`src/rtl/mips_bus_arbiter.sv`:
```
// Two-port (instruction fetch / data) arbiter driving one Avalon-MM master port.
// Registered Avalon outputs, one-cycle acks, and a stall watchdog that aborts hung transfers.
module mips_bus_arbiter #(
  parameter int unsigned TIMEOUT_CYCLES = 255,
  parameter bit          RESET_PRIORITY = 1'b0
) (
  input  logic        clk,
  input  logic        reset,
  input  logic        i_req,
  input  logic [31:0] i_addr,
  output logic [31:0] i_rdata,
  output logic        i_ack,
  input  logic        d_req,
  input  logic        d_we,
  input  logic [31:0] d_addr,
  input  logic [31:0] d_wdata,
  input  logic [3:0]  d_be,
  output logic [31:0] d_rdata,
  output logic        d_ack,
  output logic        err,
  output logic [31:0] address,
  output logic        write,
  output logic        read,
  output logic [31:0] writedata,
  output logic [3:0]  byteenable,
  input  logic        waitrequest,
  input  logic [31:0] readdata
);

  localparam int unsigned    CW          = (TIMEOUT_CYCLES == 0) ? 1 : $clog2(TIMEOUT_CYCLES + 1);
  localparam logic [CW-1:0]  TIMEOUT_VAL = CW'(TIMEOUT_CYCLES);
  localparam bit             TIMEOUT_ON  = (TIMEOUT_CYCLES != 0);

  typedef enum logic { IDLE, BUS } state_t;
  typedef enum logic { PORT_I = 1'b0, PORT_D = 1'b1 } port_t;

  state_t        state;
  port_t         owner;
  port_t         last_grant;
  port_t         grant_port;
  logic [CW-1:0] stall_cnt;
  logic [CW-1:0] stall_inc;
  logic          i_elig;
  logic          d_elig;
  logic          timeout_hit;

  // A port is blocked during its own ack cycle so a held req is not re-granted instantly.
  always_comb begin
    i_elig      = i_req & ~i_ack;
    d_elig      = d_req & ~d_ack;
    stall_inc   = stall_cnt + CW'(1);
    timeout_hit = TIMEOUT_ON && (stall_inc == TIMEOUT_VAL);
    if (i_elig && d_elig) grant_port = port_t'(~last_grant);
    else if (d_elig)      grant_port = PORT_D;
    else                  grant_port = PORT_I;
  end

  // NOTE: all state below uses non-blocking assignments so every register samples
  // the pre-edge values of its peers; blocking here would create ordering-dependent logic.
  always_ff @(posedge clk or posedge reset) begin
    if (reset) begin
      state      <= IDLE;
      owner      <= PORT_I;
      last_grant <= port_t'(~RESET_PRIORITY);
      stall_cnt  <= '0;
      address    <= '0;
      writedata  <= '0;
      byteenable <= '0;
      read       <= 1'b0;
      write      <= 1'b0;
      i_rdata    <= '0;
      d_rdata    <= '0;
      i_ack      <= 1'b0;
      d_ack      <= 1'b0;
      err        <= 1'b0;
    end else begin
      i_ack <= 1'b0;
      d_ack <= 1'b0;
      err   <= 1'b0;
      case (state)
        IDLE: begin
          if (i_elig || d_elig) begin
            owner      <= grant_port;
            last_grant <= grant_port;
            stall_cnt  <= '0;
            state      <= BUS;
            if (grant_port == PORT_D) begin
              address    <= d_addr;
              writedata  <= d_wdata;
              byteenable <= d_be;
              read       <= ~d_we;
              write      <= d_we;
            end else begin
              address    <= i_addr;
              byteenable <= 4'b1111;
              read       <= 1'b1;
              write      <= 1'b0;
            end
          end
        end
        BUS: begin
          if (!waitrequest) begin
            read  <= 1'b0;
            write <= 1'b0;
            state <= IDLE;
            if (owner == PORT_D) begin
              d_ack <= 1'b1;
              if (read) d_rdata <= readdata;
            end else begin
              i_ack   <= 1'b1;
              i_rdata <= readdata;
            end
          end else if (timeout_hit) begin
            read  <= 1'b0;
            write <= 1'b0;
            err   <= 1'b1;
            state <= IDLE;
            if (owner == PORT_D) begin
              d_ack   <= 1'b1;
              d_rdata <= '0;
            end else begin
              i_ack   <= 1'b1;
              i_rdata <= '0;
            end
          end else if (stall_cnt != '1) begin
            // Saturate so a disabled watchdog never wraps.
            stall_cnt <= stall_inc;
          end
        end
        default: state <= IDLE;
      endcase
    end
  end

endmodule

```
`config.mk`:
```
export PLATFORM = sky130hd
export DESIGN_NAME = mips_bus_arbiter
export DESIGN_NICKNAME = d
export VERILOG_FILES = /design/src/rtl/mips_bus_arbiter.sv
export SDC_FILE = /design/constraint.sdc
export NUM_CORES = 1
export LEC_CHECK = 0
export CORE_MARGIN = 10
export CORE_UTILIZATION = 40
export DETAILED_ROUTE_END_ITERATION = 7
export DONT_BUFFER_PORTS = 1
export GPL_ROUTABILITY_DRIVEN = 0
export SYNTH_ARGS = -nofsm -noshare
export SYNTH_HDL_FRONTEND = slang
export SYNTH_SLANG_ARGS = --single-unit
```
`constraint.sdc`:
```
create_clock -name clk -period 14.5 [get_ports clk]
set_input_delay 2.9 -clock clk [delete_from_list [all_inputs] [get_ports clk]]
set_output_delay 2.9 -clock clk [all_outputs]
set_load 0.005 [all_outputs]
```
### After elaboration in Yosys (flattened, before gate mapping)

Cells that the tools add are included.

* register bits after elaboration: 148
* word-level logic and storage cells: 84

* add/sub/neg operators: 1
* equal/unequal tests: 11
* mux-type cells: 41
* bitwise logic cells: 7
* reduce and logical (&&, ||, !) cells: 10

Operators by type and width (count)
* 32-bit two-way mux: 10
* 8-bit two-way mux: 4
* 1-bit two-way mux: 22
* 8-bit case mux with 2 select lines: 1
* 2-bit inequality test (second input constant): 6
* 8-bit by 1-bit adder with 8-bit output (second input constant): 1
* 8-bit == test (second input constant): 1
* 8-bit inequality test (second input constant): 1
* 4-bit AND reduction: 2
* 1-bit case mux with 2 select lines: 3
* 1-bit NOT: 5
* 5-bit AND reduction: 1
* 4-bit two-way mux: 1
* 2-bit by 1-bit inequality test with 1-bit output (second input constant): 2
* 2-bit AND reduction: 2
* 2-bit nonzero test: 2
* 3-bit by 2-bit inequality test with 1-bit output (second input constant): 1
* 3-bit AND reduction: 1
* 1-bit bitwise AND: 2
* 1-bit logical AND: 1
* 1-bit logical OR: 1

### Logic depth before layout (Yosys ltp)

Gate-level depths: netlist (run 1).

* depth after elaboration: 7
* mapped depth: 9

### Least setup slack after synthesis (run 1)

Ideal clock, no wire load.

* path kind: input port to flip-flop
* from: input port i_req
* to: register writedata[0]
* arrival time: 4.028 ns
* data required time: 14.383 ns
* slack: 10.355 ns
* stages: 7
* buffers on the path: 2
* path through: nor2b_1 a21oi_1 nand2b_1 clkbuf_1 clkbuf_1 nand2_1 nand2_1

* cells in the longest elaborated chain, start to end: 4
* elaborated cells between the ends (all ways): 5
* those cells by class: 1 x mux; 1 x bitwise; 3 x reduce/logical

RTL lines
* start, declared: line 9 `input logic i_req,`
* 1-bit bitwise AND *: line 49 `i_elig = i_req & ~i_ack;`
* 1-bit logical AND: line 53 `if (i_elig && d_elig) grant_port = port_t'(~last_grant);`
* 1-bit two-way mux: line 53
* 3-bit AND reduction (no source line) *
* end signal, assigned: line 89 `writedata <= d_wdata;`
* end, declared: line 24 `output logic [31:0] writedata,`

Every way passes the cells marked *; elsewhere a longest branch is shown, timed or not.
A chain may end at the register's enable or synchronous reset.

### Final worst setup path (run 1)

* from: input port d_req
* to: register writedata[11]

* cells in the longest elaborated chain, start to end: 4
* elaborated cells between the ends (all ways): 6
* those cells by class: 2 x mux; 1 x bitwise; 3 x reduce/logical

RTL lines
* start, declared: line 13 `input logic d_req,`
* 1-bit bitwise AND *: line 50 `d_elig = d_req & ~d_ack;`
* 1-bit two-way mux or 1-bit logical AND (tied branches): line 54, 53
* 1-bit two-way mux: line 53
* 3-bit AND reduction (no source line) *

Marked as above.

==> results.py, run 1 <==
metrics = {
    "status": {
        "status": "finished, final reports clean",
    },
    "worst_hold_path": {
        "holdCritStartpoint": "last_grant$_DFFE_PP1P_",
        "hp-class": "flop to flop",
        "min_path_cells": 2,
        "hold_end": "last_grant$_DFFE_PP1P_",
    },
    "setup_path": {
        "end_kind": "flop",
        "path_class": "input port to flop",
        "r2r_end": "writedata[11]$_DFFE_PP0P_",
        "rr_startpoint": "d_ack$_DFF_PP0_",
        "worstPathRequired_ps": 14850,
        "crit_fanout": 33,
        "rr_worst_depth": 5,
        "cp.arrival_ps": 4900,
        "r2r_slack_ps": 11920,
        "crit_path_start_kind": "input port",
    },
    "cells_and_area": {
        "antennaDiodeCount": 0,
        "syn_to_final_growth_pct": 11.8,
        "multi_input_area_um2": 2040,
        "seqCellArea_um2": 3700,
        "fin_nets": 691,
        "fill_cells": 1333,
        "drive_above_1_share_pct": 8.51,
    },
    "synthesis": {
        "synth_xor_area_share_pct": 0.297,
        "synthCells": 563,
        "muxShareOfSynthArea_pct": 0.360,
        "synth-seq-area-share_pct": 62.7,
        "yosys.area_share.simple_pct": 15.9,
        "synth_top_family_by_area": "compound AO/OA/AOI/OAI gates",
        "async_reset_ff_share_pct": 100,
        "synth_compound_area_share_pct": 17.1,
        "synth_edf_count": 0,
        "synth_nets": 703,
        "ys.flop_type": "dfrtp_1",
        "ys_ff_latch": 148,
        "syn_area_um2": 5910,
        "synth_cell_types": 39,
        "synth_fa_ha_area_share_pct": 0.424,
        "synth_warnings": 0,
        "syn_area_per_cell_um2": 10.5,
    },
    "timing": {
        "finalCritPeriodShare_pct": 31.4,
        "tightest_slew_ps": 1140,
        "hold_viol": 0,
        "finalCriticalPeriod_ps": 4550,
        "setup_viol": 0,
        "fmax_mhz": 220,
        "hold_ws_ps": 478,
        "setup_tns_ps": 0,
        "fin_skew_ps": 12.9,
        "rsz0062_at_grt": "false",
        "drv_slew": 0,
        "slew_headroom_pct": 24.1,
    },
    "clocking": {
        "clock-sinks": 148,
        "ctsResizeCount": 0,
        "cts_tree": "yes",
        "cts_buffers": 17,
        "path_clk_slew_ps": 60,
        "cts_hold_buffers": 0,
        "htree_num_levels": 4,
        "clockBufferDepth": 2,
        "worst_skew_pair.late_latency_ps": 420,
        "cts_root_buffer": "clkbuf_16",
        "postCtsSetupRepairBufs": 0,
    },
    "pwr": {
        "swShare_pct": 35.7,
        "p_seq_share_pct": 51.3,
        "p_per_area_nw_per_um2": 234,
        "vdd_drop_max_mv": 0.0986,
        "power_w": 0.00154,
        "p_leak_nw": 3.14,
        "pwr-share-clk_pct": 26.3,
        "comb_power_share_pct": 22.4,
        "p_int_w": 0.000992,
        "power.switching_w": 0.000550,
    },
    "global_route": {
        "grt_pass1_wl_mm": 26.0,
        "antenna_found_initial": 0,
        "track_usage_pct": 16.3,
        "overflow": 0,
        "grt_pass1_vias": 4344,
        "grt_max_degree": 78,
    },
    "job": {
        "maxCapViolCount": 0,
    },
    "detailed_routing": {
        "wl_per_cell_um": 22.5,
        "drt_iter0_drc": 277,
        "vias_per_cell": 5.59,
        "first_pass_iters": 4,
        "ant_nets": 0,
        "routed_wl_mm": 16.8,
        "route.detailed.drc": 0,
        "vias": 4181,
    },
    "floorplanning": {
        "start_util_pct": 40.8,
        "core_um2": 14500,
        "num_rows": 44,
        "die_h_um": 142,
        "die-area_um2": 20000,
        "io_pins": 275,
        "die_w_um": 142,
    },
    "place": {
        "place_hpwl_mm": 12.2,
        "portBuffers": 0,
    },
}
-- cell usage in the layout (no fill, tap or decap), drive strengths merged, types with 2 or more instances in the layout --
cell        n
clkbuf     22
buf         7
nand2     175
nand2b      5
and3        3
ha          2
a22o       67
dfrtp     147
clkinvlp    5
inv         6
o22a        4
o21ai       4
clkinv      3
nand3       7
nor2       39
a31oi      33
a21o        5
a21oi      10
-- cells by family after synthesis --
logic type | after synthesis
DFF | 148
and+or+nand+nor | 236
buffers and inverters | 42
xor gates and xnor gates | 2
adders and majority gates | 2
AOI/OAI and AO/OA | 131
muxes | 2
-- worst max-delay path: stages --
cell and delay (ps):
nand2b_1 140, a21o_1 570, nor2_2 1040, nand2_1 140
nand2_1 100
-- through the flow --
stage          cells  setup slack, ps  utilization, %  area [um^2]
2_1_floorplan    563             7620               -         5910
3_3_place_gp     716             9610            41.7         6040
3_5_place_dp     716             9510            41.7         6040
4_1_cts          748             9950            45.6         6600
5_1_grt          748             9710            45.6         6600
6_report         748             9950            45.6         6600
-- power groups by stage --
stage	Combinational, W	Sequential (W)	Clock [W]
6_report	0.000345	0.000791	0.000406
3_5_place_dp	0.000353	0.000801	0
3_3_place_gp	0.000331	0.000802	0
2_1_floorplan	0.000298	0.000721	0
5_1_grt	0.000396	0.000820	0.000437
4_1_cts	0.000350	0.000800	0.000417
-- layout make-up --
cell class                 instances  share of cell area (%)
multi-input combinational        373                    30.9
inverter                           4                   0.303
clock buffer                      22                    7.33
timing repair buffer               7                   0.796
sequential                       148                    56.1
tap                              184                    3.49
clock inverter                    10                    1.12
-- flip-flops by register name, indices dropped and copies added, names as in the netlist --
name,count
writedata,32
i_ack,1
owner,1
write,1
stall_cnt,8
state,1
byteenable,4
err,1
read,1
i_rdata,32
address,32
d_rdata,32
last_grant,1
d_ack,1
-- layer usage --
layer	GRT usage [%]	share of wire, %
met1	18.0	38
met2	26.4	49
met3	8.61	12
met4	5.00	1.4
met5	0	0
-- how the worst max path moves through the flow --
stage               cells past startpoint  startpoint  slack, ps                   endpoint
detailed placement                      5       d_req       9510  writedata[17]$_DFFE_PP0P_
global route                            5       d_req       9710   writedata[2]$_DFFE_PP0P_
finish                                  5       d_req       9950  writedata[11]$_DFFE_PP0P_
CTS                                     5       d_req       9950  writedata[17]$_DFFE_PP0P_
global placement                        5       d_req       9610  writedata[26]$_DFFE_PP0P_
floorplan                               1       reset       7620     address[0]$_DFFE_PP0P_
-- Yosys cell counts, drive strengths merged (2+ instances only) --
cell | count | area [um^2]
nand2 | 175 | 657
dfrtp | 147 | 3680
a22o | 67 | 587
nor2 | 39 | 146
a31oi | 33 | 206
clkbuf | 31 | 116
a21oi | 10 | 50.1
buf | 7 | 56.3
nand3 | 7 | 40.0
a21o | 5 | 45.0
nand2b | 5 | 31.3
inv | 4 | 15.0
o21ai | 4 | 20.0
o22a | 4 | 35.0
and3 | 3 | 18.8
ha | 2 | 25.0
(Power assumes the default switching activity.)
==> run 2: changes to the inputs <==
==> constraint.sdc (replaced) <==
create_clock -name clk -period 4.55 [get_ports clk]
set_input_delay 0.91 -clock clk [delete_from_list [all_inputs] [get_ports clk]]
set_output_delay 0.91 -clock clk [all_outputs]
set_load 0.005 [all_outputs]
==> results.py, run 2 (synthesized netlist as in run 1, its figures left out) <==
metrics = {
    "status": {
        "status": "finished, final reports clean",
    },
    "timing": {
        "fin_skew_ps": 6.79,
        "setup_viol": 0,
        "finalCritPeriodShare_pct": 56.3,
        "fmax_mhz": 390,
        "hold_ws_ps": 494,
        "slew_headroom_pct": 23.5,
        "tightest_slew_ps": 1150,
        "rsz0062_at_grt": "false",
        "hold_viol": 0,
        "finalCriticalPeriod_ps": 2560,
        "drv_slew": 0,
        "setup_tns_ps": 0,
    },
    "worst_hold_path": {
        "hp-class": "flop to flop",
        "min_path_cells": 2,
    },
    "detailed_routing": {
        "drt_iter0_drc": 347,
        "vias_per_cell": 5.67,
        "ant_nets": 0,
        "routed_wl_mm": 16.7,
        "first_pass_iters": 4,
        "route.detailed.drc": 0,
        "wl_per_cell_um": 22.3,
        "vias": 4233,
    },
    "cells_and_area": {
        "fill_cells": 1333,
        "fin_util_pct": 46.3,
        "multi_input_area_um2": 2040,
        "drive_above_1_share_pct": 8.19,
        "seqCellArea_um2": 3700,
        "layout_commonest_cell": "nand2_1",
        "layout_common_cells": "nand2_1, dfrtp_1, a22o_1, nor2_1, a31oi_1",
        "instances_no_fill": 746,
        "antennaDiodeCount": 0,
        "fin_nets": 691,
        "syn_to_final_growth_pct": 13.4,
    },
    "floorplanning": {
        "die-area_um2": 20000,
        "die_w_um": 142,
        "io_pins": 275,
        "core_um2": 14500,
        "die_h_um": 142,
        "num_rows": 44,
        "start_util_pct": 40.8,
    },
    "pwr": {
        "power_w": 0.00513,
        "p_leak_nw": 3.18,
        "p_per_area_nw_per_um2": 766,
        "vdd_drop_max_mv": 0.302,
    },
    "global_route": {
        "grt_pass1_vias": 4438,
        "track_usage_pct": 16.1,
        "overflow": 0,
        "grt_pass1_wl_mm": 25.6,
        "grt_max_degree": 149,
        "antenna_found_initial": 0,
    },
    "place": {
        "portBuffers": 0,
        "placed_cells": 716,
        "place_hpwl_mm": 11.7,
    },
    "setup_path": {
        "worstPathRequired_ps": 4900,
        "cp.arrival_ps": 2910,
        "path_common_cell": "nand2_1",
        "rr_worst_depth": 5,
        "end_kind": "flop",
        "cp_slowest_cell": "nor2_2",
        "path_depth": 5,
        "crit_chain": "nand2b_1, a21o_1, nor2_2, nand2_1, nand2_1",
        "critPathBufInv": 0,
        "path_class": "flop to flop",
        "r2r_slack_ps": 1990,
        "crit_family": "simple AND/OR/NAND/NOR gates",
        "crit_path_start_kind": "flop",
        "cpPeakStageDelay_ps": 1040,
        "crit_fanout": 33,
    },
    "clocking": {
        "postCtsSetupRepairBufs": 0,
        "cts_tree": "yes",
        "cts_root_buffer": "clkbuf_16",
        "path_clk_slew_ps": 60,
        "cts_hold_buffers": 0,
        "clockBufferDepth": 2,
        "clock-sinks": 148,
        "cts_buffers": 17,
        "ctsResizeCount": 0,
        "htree_num_levels": 4,
        "worst_skew_pair.late_latency_ps": 420,
    },
    "job": {
        "maxCapViolCount": 0,
    },
}
## run 2: changes by cell type in the layout (fill, tap and decap cells not counted)
| cell | change |
|---|---|
| clkinv_2 | -2 |
| clkinv_4 | -1 |
| buf_12 | +1 |
| clkinvlp_4 | -2 |
| clkbuf_8 | +1 |
| buf_4 | -1 |
| inv_6 | -2 |
| bufinv_16 | +4 |
## run 2: final cells by class
type / count / share of cell area (%)
Clock buffer: 23 / 7.44
Multi-Input combinational cell: 373 / 30.4
Timing Repair Buffer: 7 / 0.971
Inverter: 4 / 0.280
Clock inverter: 7 / 2.15
Tap cell: 184 / 3.44
Sequential cell: 148 / 55.3
## run 2: routing by layer
metal / wire length (um) / global-route usage (%) / part of all wire (%)
met1: 6090 / 17.7 / 37
met2: 7950 / 25.7 / 48
met3: 2350 / 9.05 / 14
met4: 272 / 5.65 / 1.6
met5: 0 / 0 / 0
## run 2: power breakdown
part           switching [W]  total (W)  internal [W]  leakage (nW)
registers           0.000599    0.00252       0.00192          1.81
clock network       0.000528    0.00152      0.000987         0.308
logic               0.000609    0.00110      0.000487          1.07
total                0.00174    0.00513       0.00339          3.18
## run 2: worst min-delay path: stages, from the launching register on
cell	delay, ps
dfstp_2	390
nand2_1	60
nand2_1	50
## run 2: stage by stage
| stage | area, um^2 | setup slack [ps] |
|---|---|---|
| floorplan | 5910 | 1780 |
| global route | 6700 | 1700 |
| finish | 6700 | 1990 |
| global placement | 6060 | 1660 |
| detailed placement | 6060 | 1520 |
| CTS | 6700 | 1910 |
## run 2: path summary, 6_finish.rpt
path                                              from                  endpoint
max in group asynchronous                        reset   i_rdata[25]$_DFFE_PP0P_
min in group asynchronous                        reset   i_rdata[15]$_DFFE_PP0P_
worst min register to register  last_grant$_DFFE_PP1P_    last_grant$_DFFE_PP1P_
worst max-delay path                   d_ack$_DFF_PP0_  writedata[2]$_DFFE_PP0P_
worst max register to register         d_ack$_DFF_PP0_  writedata[2]$_DFFE_PP0P_
worst min-delay path            last_grant$_DFFE_PP1P_    last_grant$_DFFE_PP1P_
